==> config.mk <==
export PLATFORM = sky130hd
export DESIGN_NAME = if_fetch_ctrl
export DESIGN_NICKNAME = d
export VERILOG_FILES = /design/src/rtl/if_fetch_ctrl.sv
export SDC_FILE = /design/constraint.sdc
export NUM_CORES = 1
export LEC_CHECK = 0
export ABC_AREA = 1
export ABC_CLOCK_PERIOD_IN_PS = 5300
export CAP_MARGIN = 25
export CORE_UTILIZATION = 40
export DETAILED_ROUTE_END_ITERATION = 8
export HOLD_SLACK_MARGIN = 0.02
export PLACE_DENSITY = 0.69
export SKIP_CTS_REPAIR_TIMING = 1
export SLEW_MARGIN = 20
export SYNTH_ARGS = -nofsm -noshare
export SYNTH_HDL_FRONTEND = slang
export SYNTH_SLANG_ARGS = --single-unit
==> constraint.sdc <==
create_clock -name clk -period 5.3 [get_ports clk]
set_clock_uncertainty 0.15 [all_clocks]
set_input_delay 1.59 -clock clk [delete_from_list [all_inputs] [get_ports clk]]
set_output_delay 1.59 -clock clk [all_outputs]
set_load 0.005 [all_outputs]
==> src/rtl/if_fetch_ctrl.sv <==
// Fetch-stage sequencer: owns the PC, issues one outstanding instruction-memory
// request at a time, buffers the response and drives the IF/ID stall/flush controls.
module if_fetch_ctrl #(
  parameter logic [31:0] RESET_PC       = 32'h0000_0000,
  parameter int          TIMEOUT_CYCLES = 255
) (
  input  logic        clk,
  input  logic        reset,
  output logic        o_imem_req_valid,
  input  logic        i_imem_req_ready,
  output logic [31:0] o_imem_addr,
  input  logic        i_imem_rsp_valid,
  input  logic [31:0] i_imem_rsp_data,
  input  logic        i_stall_ext,
  input  logic        i_redirect_valid,
  input  logic [31:0] i_redirect_pc,
  output logic [31:0] o_instr_if,
  output logic [31:0] o_pc_if,
  output logic [31:0] o_pc_plus4_if,
  output logic        o_stall_id,
  output logic        o_flush_id,
  output logic        o_fetch_err
);

  typedef enum logic [1:0] {S_REQ, S_WAIT, S_HOLD, S_DROP} state_t;

  localparam logic [7:0] TIMEOUT_LIMIT = TIMEOUT_CYCLES[7:0];

  state_t      r_state;
  logic [31:0] r_pc;
  logic [31:0] r_addr;
  logic [31:0] r_buf_data;
  logic [31:0] r_buf_pc;
  logic        r_buf_valid;
  logic [7:0]  r_wait_cnt;
  logic        r_fetch_err;

  logic        w_hs;
  logic [31:0] w_redirect_pc;
  logic [7:0]  w_cnt_inc;
  logic        w_timeout_hit;

  assign o_imem_req_valid = (r_state == S_REQ) & ~reset;
  assign o_imem_addr      = r_pc;
  assign w_hs             = o_imem_req_valid & i_imem_req_ready;
  assign w_redirect_pc    = i_redirect_pc & ~32'h3;
  assign w_cnt_inc        = (r_wait_cnt == 8'hFF) ? r_wait_cnt : r_wait_cnt + 8'd1;
  assign w_timeout_hit    = (w_cnt_inc == TIMEOUT_LIMIT);

  assign o_flush_id    = i_redirect_valid | (~r_buf_valid & ~i_stall_ext);
  assign o_stall_id    = i_stall_ext & ~i_redirect_valid;
  assign o_instr_if    = r_buf_valid ? r_buf_data : 32'h0;
  assign o_pc_if       = r_buf_valid ? r_buf_pc : 32'h0;
  assign o_pc_plus4_if = r_buf_valid ? r_buf_pc + 32'd4 : 32'h0;
  assign o_fetch_err   = r_fetch_err;

  // A redirect always wins; a request already accepted on the old path still owes a response (DROP).
  always_ff @(posedge clk or posedge reset) begin
    if (reset) begin
      r_state     <= S_REQ;
      r_pc        <= RESET_PC;
      r_addr      <= 32'h0;
      r_buf_data  <= 32'h0;
      r_buf_pc    <= 32'h0;
      r_buf_valid <= 1'b0;
      r_wait_cnt  <= 8'h0;
      r_fetch_err <= 1'b0;
    end else begin
      case (r_state)
        S_REQ: begin
          r_wait_cnt <= 8'h0;
          if (i_redirect_valid) begin
            r_pc <= w_redirect_pc;
            if (w_hs) r_state <= S_DROP;
          end else if (w_hs) begin
            r_addr  <= r_pc;
            r_state <= S_WAIT;
          end
        end
        S_WAIT: begin
          if (i_imem_rsp_valid) begin
            r_wait_cnt <= 8'h0;
            if (i_redirect_valid) begin
              r_pc    <= w_redirect_pc;
              r_state <= S_REQ;
            end else begin
              r_buf_data  <= i_imem_rsp_data;
              r_buf_pc    <= r_addr;
              r_buf_valid <= 1'b1;
              r_state     <= S_HOLD;
            end
          end else begin
            r_wait_cnt <= w_cnt_inc;
            if (w_timeout_hit) r_fetch_err <= 1'b1;
            if (i_redirect_valid) begin
              r_pc    <= w_redirect_pc;
              r_state <= S_DROP;
            end
          end
        end
        S_HOLD: begin
          r_wait_cnt <= 8'h0;
          if (i_redirect_valid) begin
            r_pc        <= w_redirect_pc;
            r_buf_valid <= 1'b0;
            r_state     <= S_REQ;
          end else if (!i_stall_ext) begin
            r_pc        <= r_buf_pc + 32'd4;
            r_buf_valid <= 1'b0;
            r_state     <= S_REQ;
          end
        end
        S_DROP: begin
          if (i_redirect_valid) r_pc <= w_redirect_pc;
          if (i_imem_rsp_valid) begin
            r_wait_cnt <= 8'h0;
            r_state    <= S_REQ;
          end else begin
            r_wait_cnt <= w_cnt_inc;
            if (w_timeout_hit) r_fetch_err <= 1'b1;
          end
        end
        default: r_state <= S_REQ;
      endcase
    end
  end

endmodule

=== Yosys cells after proc, flatten, opt, wreduce, memory -nomap -nowiden ===
Cells that the tools add are included.

* Flip-flop bits (word level): 140
* Logic and storage cells: 68
* Bits of input ports: 70

* Reduce and logical (&&, ||, !) cells: 11
* Equal/unequal tests: 12
* Bitwise logic cells: 10
* $add $sub $neg: 2
* Mux-type cells: 25

{| class="wikitable"
|+ Operators by type and width
! kind !! count
|-
| $mux W32 || 6
|-
| $pmux W32 S2 || 1
|-
| $add A32 B3 Y32 const B || 1
|-
| $mux W2 || 9
|-
| $eq A8 B8 Y1 const B || 2
|-
| $mux W8 || 2
|-
| $pmux W8 S2 || 1
|-
| $reduce_and A3 Y1 || 3
|-
| $add A8 B1 Y8 const B || 1
|-
| $ne A2 B2 Y1 const B || 4
|-
| $pmux W2 S4 || 1
|-
| $reduce_and A4 Y1 || 2
|-
| $ne A3 B3 Y1 const B || 2
|-
| $not A1 Y1 || 5
|-
| $and A1 B1 Y1 || 4
|-
| $eq A2 B2 Y1 const B || 2
|-
| $mux W1 || 4
|-
| $reduce_or A2 Y1 || 2
|-
| $reduce_or A3 Y1 || 1
|-
| $eq A2 B1 Y1 const B || 1
|-
| $logic_not A2 Y1 || 1
|-
| $ne A2 B1 Y1 const B || 1
|-
| $pmux W1 S2 || 1
|-
| $reduce_and A2 Y1 || 1
|-
| 2 further kinds || 2
|}

=== Longest topological paths before layout ===
* Depth in word-level cells: 6
* Depth in mapped cells: 11
* Mapped depth without buffers: 11

=== Worst setup path after synthesis ===
No wires, ideal clock.

* Kind: input port to output port
* Start point: in i_redirect_valid
* End point: out o_flush_id
* Stages: 4
* Data required time: 3.560 ns
* Arrival time: 2.275 ns
* Setup slack: 1.285 ns
* Cell sequence: buf_4 -> inv_1 -> clkbuf_1 -> o21ai_0

* Longest elaborated chain between the ends: 1

{| class="wikitable"
|+ Ends and longest elaborated chain
! item !! line !! RTL
|-
| start, declared || 15 || <nowiki>input logic i_redirect_valid,</nowiki>
|-
| $or A1 B1 Y1 || 50 || <nowiki>assign o_flush_id = i_redirect_valid | (~r_buf_valid & ~i_stall_ext);</nowiki>
|-
| end, declared || 21 || <nowiki>output logic o_flush_id,</nowiki>
|}

No other way between the ends.

=== Worst setup path in the final report ===
* Start point: in i_stall_ext
* End point: out o_flush_id

* Longest elaborated chain between the ends: 3

{| class="wikitable"
|+ Ends and longest elaborated chain
! item !! line !! RTL
|-
| start, declared || 14 || <nowiki>input logic i_stall_ext,</nowiki>
|-
| $not A1 Y1 || 50 ||
|-
| $and A1 B1 Y1 || 50 ||
|-
| $or A1 B1 Y1 || 50 ||
|}

No other way between the ends.

==> flow_metrics.tcl <==
set metrics [dict create \
    rsz0062_at_grt "false" \
    final_core_util_pct 56.98 \
    antenna_found_initial 0 \
    cts-htree-levels 4 \
    gp_routability_congestion 0.8983 \
    hold_end "o_fetch_err$_DFFE_PP0P_" \
    drc 0 \
    worstHoldPathCells 2 \
    maxCapViolCount 0 \
    grt_pass1_vias 6490 \
    viasPerCell 4.800 \
    synth-edff-count 0 \
    grt_max_degree 141 \
    hold_violations 0 \
    rr_worst_depth 6 \
    max_freq_mhz 203.1 \
    die_h_um 137.5 \
    layout_commonest_cell "nand2_1" \
    critPathKind "input pin to output port" \
    status "complete, no violations" \
    setup_viol 0 \
    worstPathRequired_ns 3.56 \
    synth_top_flop_cell "dfrtp_1" \
    grt_pass1_wl_um 33070 \
    core_um2 17960 \
    area_growth_pct 39.42 \
    rrSetupSlack_ns 2.94 \
    crit_path_end_kind "output port" \
    peakVddDrop_mv 0.2668 \
    max-clock-path-buffers 2 \
    relSlewSlack_pct 40.09 \
    wl_per_cell_um 14.93 \
    path_max_fanout 3 \
    drt_iter0_drc 373 \
    track_usage_pct 23.08 \
    path_clk_slew_ns 0.06 \
    synth_area_um2 7341 \
    fin_tns_setup_ns 0 \
    syn-num-nets 1038 \
    yosysSeqAreaShare_pct 47.72 \
    start_util_pct 40.87 \
    root_buffer "clkbuf_16" \
    holdCritStartpoint "o_fetch_err$_DFFE_PP0P_" \
    setup_ws_ns 0.3754 \
    total_power_mw 5.235 \
    syn_inst 966 \
    worstPathArrival_ns 3.18 \
    dieArea_um2 18900 \
    tightest_slew_ns 0.8986 \
    n_antenna_cell 0 \
    antenna_left 0 \
    synthArstFlopShare_pct 100.0 \
    layout-drive-gt1-share_pct 7.976 \
    cp-startpoint "i_stall_ext" \
    ys_ff_latch 140 \
    dr.pass1.iters 5 \
    timing.rr.end "r_buf_pc[21]$_DFFE_PP0P_" \
    drt_wl_total_um 20830 \
    fin_crit_sh_pct 92.92 \
    p_leak_nw 4.872 \
    whs_ns 0.3156 \
    nFillCells 1689 \
    ys_warn_count 0 \
    rr_startpoint "r_state[0]$_DFFE_PP0P_" \
    ys_types 31 \
    pre_cts_ws_ns 0.4490 \
    cts_made_buffers 17 \
    std_cell_rows 49 \
    clock_sinks 140 \
    port_buffers 199 \
    pin_count 202 \
    tritoncts "done" \
    hold_path.class "flop to flop" \
    grt-ovfl-total 0 \
    insertion_delay_ns 0.42 \
    vias 6696 \
    dp_hpwl_um 14540 \
    fin_crit_ns 4.925 \
    start_kind "input pin" \
    die_w_um 137.5 \
    final_nets 1225 \
    final_cell_mix "nand2_1, clkdlybuf4s50_1, dfrtp_1" \
    cellPowerDensity_nw_per_um2 511.5 \
    slew_viol_final 0 \
    synth_area_per_cell_um2 7.599 \
]
-- sequential cells by signal, indices dropped and copies added (netlist names) --
name and count:
o_fetch_err 1, o_imem_addr 32, r_addr 32, r_buf_data 32, r_buf_pc 32, r_buf_valid 1
r_state 2, r_wait_cnt 8
-- cells by family after synthesis --
group | synth area share [%]
adders and majority gates | 0.3408
and+or+nand+nor | 26.01
xor gates and xnor gates | 1.312
muxes | 4.909
DFF | 47.72
AOI/OAI and AO/OA | 9.528
buffers and inverters | 10.18
-- power by group --
group	total, mW	internal, mW	switching [mW]
logic	1.89	0.945	0.949
registers	1.94	1.54	0.399
clock network	1.40	0.945	0.456
total	5.23	3.43	1.80
-- through the flow --
| stage | instance area, um2 | instances |
|---|---|---|
| 6_report | 10230 | 1395 |
| 5_1_grt | 10230 | 1395 |
| 4_1_cts | 10210 | 1394 |
| 3_5_place_dp | 9505 | 1362 |
| 3_3_place_gp | 9505 | 1362 |
| 2_1_floorplan | 7345 | 966 |
-- cells in the mapped netlist (3+ instances only) --
master    count  area [um2]
nand2_1     318        1194
dfrtp_1     140        3503
inv_1       137       514.2
nor2_1       79       296.5
o21ai_0      75       375.4
o21ai_1      33       165.2
a21oi_1      24       120.1
nand3_1      21       105.1
mux2_2       17       191.4
clkbuf_1     16       60.06
buf_2        15       75.07
mux2_1       15       168.9
nor2_2       12       75.07
nand3b_1     11       82.58
buf_4         9       67.56
inv_2         7       26.28
xnor2_1       7       61.31
nor2_4        6       67.56
xor2_1        4       35.03
nand2_2       3       18.77
nand3_2       3       30.03
-- worst max-delay path, cell delays in order --
cell and delay, ns:
clkdlybuf4s50_1 0.54, o21ai_0 0.45, clkdlybuf4s50_1 0.60
-- metal layers --
layer	up-vias	track usage, %	share of wire, %
li1	3344	-	-
met1	3138	31.56	46
met2	195	36.35	46
met3	19	4.746	5.9
met4	0	7.631	1.7
met5	-	0	0
-- worst max-delay path by stage --
| stage | endpoint | cells after the start |
|---|---|---|
| floorplan | o_flush_id | 4 |
| global placement | o_flush_id | 3 |
| detailed placement | o_flush_id | 3 |
| CTS | o_flush_id | 3 |
| global route | o_flush_id | 3 |
| finish | o_flush_id | 3 |
-- area by class of cell --
cell class                 count  area (um2)  share of cell area (%)
sequential                   140        3505                   34.24
tap                          229       286.5                   2.800
timing repair buffer         209        2100                   20.51
multi-input combinational    641        3098                   30.27
inverter                     144       544.3                   5.318
clock inverter                10       207.7                   2.029
clock buffer                  22       494.2                   4.829
(Power assumes the default switching activity.)
